### src/rtl/decrypt_core.sv
// Receive-side byte decryption: fixed affine transform over GF(2), p = M*c ^ 0x97.
// One registered stage; dout holds its last value when no byte is presented.
module decrypt_core (
   input  logic       clk,
   input  logic       rst_n,
   input  logic [7:0] din,
   input  logic       din_valid,
   output logic [7:0] dout,
   output logic       dout_valid
);

   logic [7:0] w_plain;
   logic [7:0] r_dout;
   logic       r_dout_valid;

   always_comb begin
      w_plain[0] = din[2] ^ din[7] ^ 1'b1;
      w_plain[1] = din[0] ^ din[1] ^ din[2] ^ din[7] ^ 1'b1;
      w_plain[2] = din[2] ^ din[3] ^ din[5] ^ din[7] ^ 1'b1;
      w_plain[3] = din[0] ^ din[7];
      w_plain[4] = din[0] ^ din[4] ^ din[6] ^ din[7] ^ 1'b1;
      w_plain[5] = din[2] ^ din[3];
      w_plain[6] = din[0] ^ din[2] ^ din[6];
      w_plain[7] = din[6] ^ din[7] ^ 1'b1;
   end

   // dout only loads on a valid beat, so an undriven din between beats never reaches it
   always_ff @(posedge clk or negedge rst_n) begin
      if (!rst_n) begin
         r_dout       <= 8'h00;
         r_dout_valid <= 1'b0;
      end else begin
         r_dout_valid <= din_valid;
         if (din_valid) begin
            r_dout <= w_plain;
         end
      end
   end

   assign dout       = r_dout;
   assign dout_valid = r_dout_valid;

endmodule

### config.mk
export PLATFORM = sky130hd
export DESIGN_NAME = decrypt_core
export DESIGN_NICKNAME = d
export VERILOG_FILES = /design/src/rtl/decrypt_core.sv
export SDC_FILE = /design/constraint.sdc
export NUM_CORES = 1
export LEC_CHECK = 0
export BUFFER_PORTS_ARGS = -buffer_cell sky130_fd_sc_hd__buf_2
export CAP_MARGIN = 20
export CORE_AREA = 5 5 42 44
export CTS_BUF_LIST = sky130_fd_sc_hd__clkbuf_4 sky130_fd_sc_hd__clkbuf_8
export CTS_CLUSTER_SIZE = 16
export DETAILED_ROUTE_END_ITERATION = 12
export DIE_AREA = 0 0 47 49
export PLACE_DENSITY_LB_ADDON = 0.05
export SYNTH_ARGS = -nofsm -noshare
export SYNTH_HDL_FRONTEND = slang
export SYNTH_SLANG_ARGS = --single-unit
### constraint.sdc
create_clock -name clk -period 1 [get_ports clk]
set_input_delay 0 -clock clk [delete_from_list [all_inputs] [get_ports clk]]
set_output_delay 0 -clock clk [all_outputs]
set_load 0.03 [all_outputs]
==> results.md <==
- Run status: finished, final reports clean
- Initial standard-cell utilization of the core: 31.8%
- Relative slew slack: 86.0%
- Half-perimeter wire length after detailed placement: 672 microns
- Largest fanout on the critical path: 11
- First-pass GRT wire length: 1330 microns
- Most common library cell in the layout ignoring fill and taps: buf_2
- Iteration-0 DRC Markers: 9
- Final setup vio count: 0
- Synthesized area divided by synthesized cell count: 13.1 sq um
- HP Start: din[3]
- Share of post-route cells with drive strength above 1: 55.4%
- Aggregate global-route resource usage: 8.54%
- Post-Route WL: 849 microns
- Area growth from synthesis to layout: 33.7%
- Via count of the first global-routing pass: 333
- Post-CTS clock slew at the launch and capture registers of the worst setup and hold paths: 60 ps
- Required time of the critical path: 1150 ps
- Number of CTS-inserted buffers: 3
- Detailed-router iteration count before antenna repair: 4
- Cell chosen for the clock root: clkbuf_4
- Final-report max-slew violation count: 0
- Later-pin clock latency in the skew report: 260 ps
- Routed wirelength normalized by instance count: 11.8 microns
- RSZ-0062 raised after global routing: no
- CTS tree: built
- Kind of start point of the critical path: primary input
- Initial antenna violation count: 0
- Number of vias per cell: 4.14
- Count of synthesis-stage warnings from yosys: 0
- Antenna fix cells: 0
- Synth Cell Area: 445 sq um
- IO buf count: 19
- Tcrit/Tclk final: 97.0%
- Number of nets with antenna violations after detailed routing: 0
- Number of nets in the layout: 68
- Register area share after synthesis: 50.6%
- Count of max-cap constraint violations: 0
- Post-route core utilization: 42.5%
- Worst ir drop on vdd: 754 uV
- Synthesized net count: 45
- Post-CTS Setup Bufs: 0
- Post-Route Setup TNS: 0 ps
- Startpoint of the most critical register-to-register path: dout[6]$_DFFE_PN0P_
- Library cell occupying the most area in the post-synthesis netlist: dfrtp_1
- Total number of vias: 298
- Full die area: 0.00230 sq mm
- I/O pin total: 20
- DIE HEIGHT: 49 microns
- Final hold violations: 0
- Post-CTS Hold Fix Bufs: 2
- Sequential Area: 225 sq um
- RePlAce Congestion: 0.743
- Number of storage elements in the synthesis netlist: 9
- Total global routing overflow: 0
- Cell count after synthesis: 34
- Deepest clock path buffer count: 2
- CTS H-tree lvls: 1
- Critical path type: in -> reg
- Slew @ Worst Pin: 210 ps
- Worst Setup End Kind: flip-flop
- Area of the multi-input gates: 205 sq um
- Worst min-delay path class: in -> reg
- Clk sink count: 9
- Width of the die: 47 microns
- Yosys top cell area share: 50.6%
- Count of cell types in the netlist: 8
- Power per standard cell area: 1910 mW/mm^2
- Count of standard-cell rows: 14
- Number of fillers in the final layout: 147
- Clock skew: 0 ps
- Post-route DRC: 0
- Post-cts resize count: 0
- Worst endpoint data arrival time: 1120 ps
- Fmax achieved: 1030 MHz
- Final std cells w/o fill: 72
- Number of placed instances, taps included: 66
- Post-route minimum period: 970 ps
- Commonest non-fill, non-tap cells in the layout: buf_2, xnor2_1, dfrtp_1, mux2_2, clkbuf_4
- Dominant cells by area after synthesis: dfrtp_1, xnor2_1, mux2_2, xnor2_2, a21oi_1
- Standard cell core area: 0.00140 sq mm
- Largest net degree at the start of global routing: 12
- Launching element of the worst setup path: din_valid
- Lkg Pwr: 0.000271 uW
[worst max-delay path, cell delays in order]
cell,delay [ps]
dlygate4sd3_1,520
buf_2,230
mux2_2,370
[cell type report]
cell class              count  area share [%]
clock buffers               4            5.04
well taps                  16            3.36
multi-input cells          22            34.5
flip-flops and latches      9            37.8
repair buffers             21            19.3
[registers in the layout, indices dropped and copies added (netlist names)]
register / count
dout: 8
dout_valid: 1
[where the power goes]
group,internal (uW),switching (uW)
logic,151,224
clock network,181,130
registers,426,26.3
total,758,380
[worst paths after layout]
check / slack (ps) / cells past startpoint / endpoint
min in group asynchronous: 110 / 2 / dout[1]$_DFFE_PN0P_
max reg2reg: 240 / 1 / dout[6]$_DFFE_PN0P_
max in group asynchronous: 710 / 2 / dout[0]$_DFFE_PN0P_
min reg2reg: 500 / 1 / dout[1]$_DFFE_PN0P_
min: 70 / 3 / dout[5]$_DFFE_PN0P_
max: 30 / 3 / dout[6]$_DFFE_PN0P_
[synthesized netlist by cell type]
cell / instances
xnor2_2: 2
xnor2_1: 10
mux2_2: 6
clkbuf_2: 2
dfrtp_1: 9
a21oi_1: 2
buf_2: 1
nor2_1: 2
[stage by stage]
stage	cell area, sq um	hold WS, ps	setup slack (ps)	power [uW]
5_1_grt	596	69.5	15.9	1220
6_report	596	66.7	30.0	1140
2_1_floorplan	445	-296	119	724
3_3_place_gp	546	-142	166	827
4_1_cts	596	53.7	29.2	1170
3_5_place_dp	546	-137	160	836
[metal layers]
| layer | vias up | global-route usage (%) | routed length (microns) |
|---|---|---|---|
| met5 | - | 0 | 0 |
| met3 | 2 | 2.58 | 71 |
| met4 | 0 | 8.29 | 6 |
| met2 | 8 | 13.3 | 462 |
| li1 | 152 | - | - |
| met1 | 136 | 8.18 | 308 |
[logic make-up (layout without fill, tap and decap cells)]
| family | count (synthesis) | after routing | share of synthesized area, % |
|---|---|---|---|
| mux | 6 | 6 | 15.2 |
| buf+inv | 3 | 25 | 3.37 |
| xor+xnor | 12 | 12 | 27.0 |
| simple gates | 2 | 2 | 1.69 |
| compound gates | 2 | 2 | 2.25 |
| flops | 9 | 9 | 50.6 |
Power figures use the tool's default switching activity.
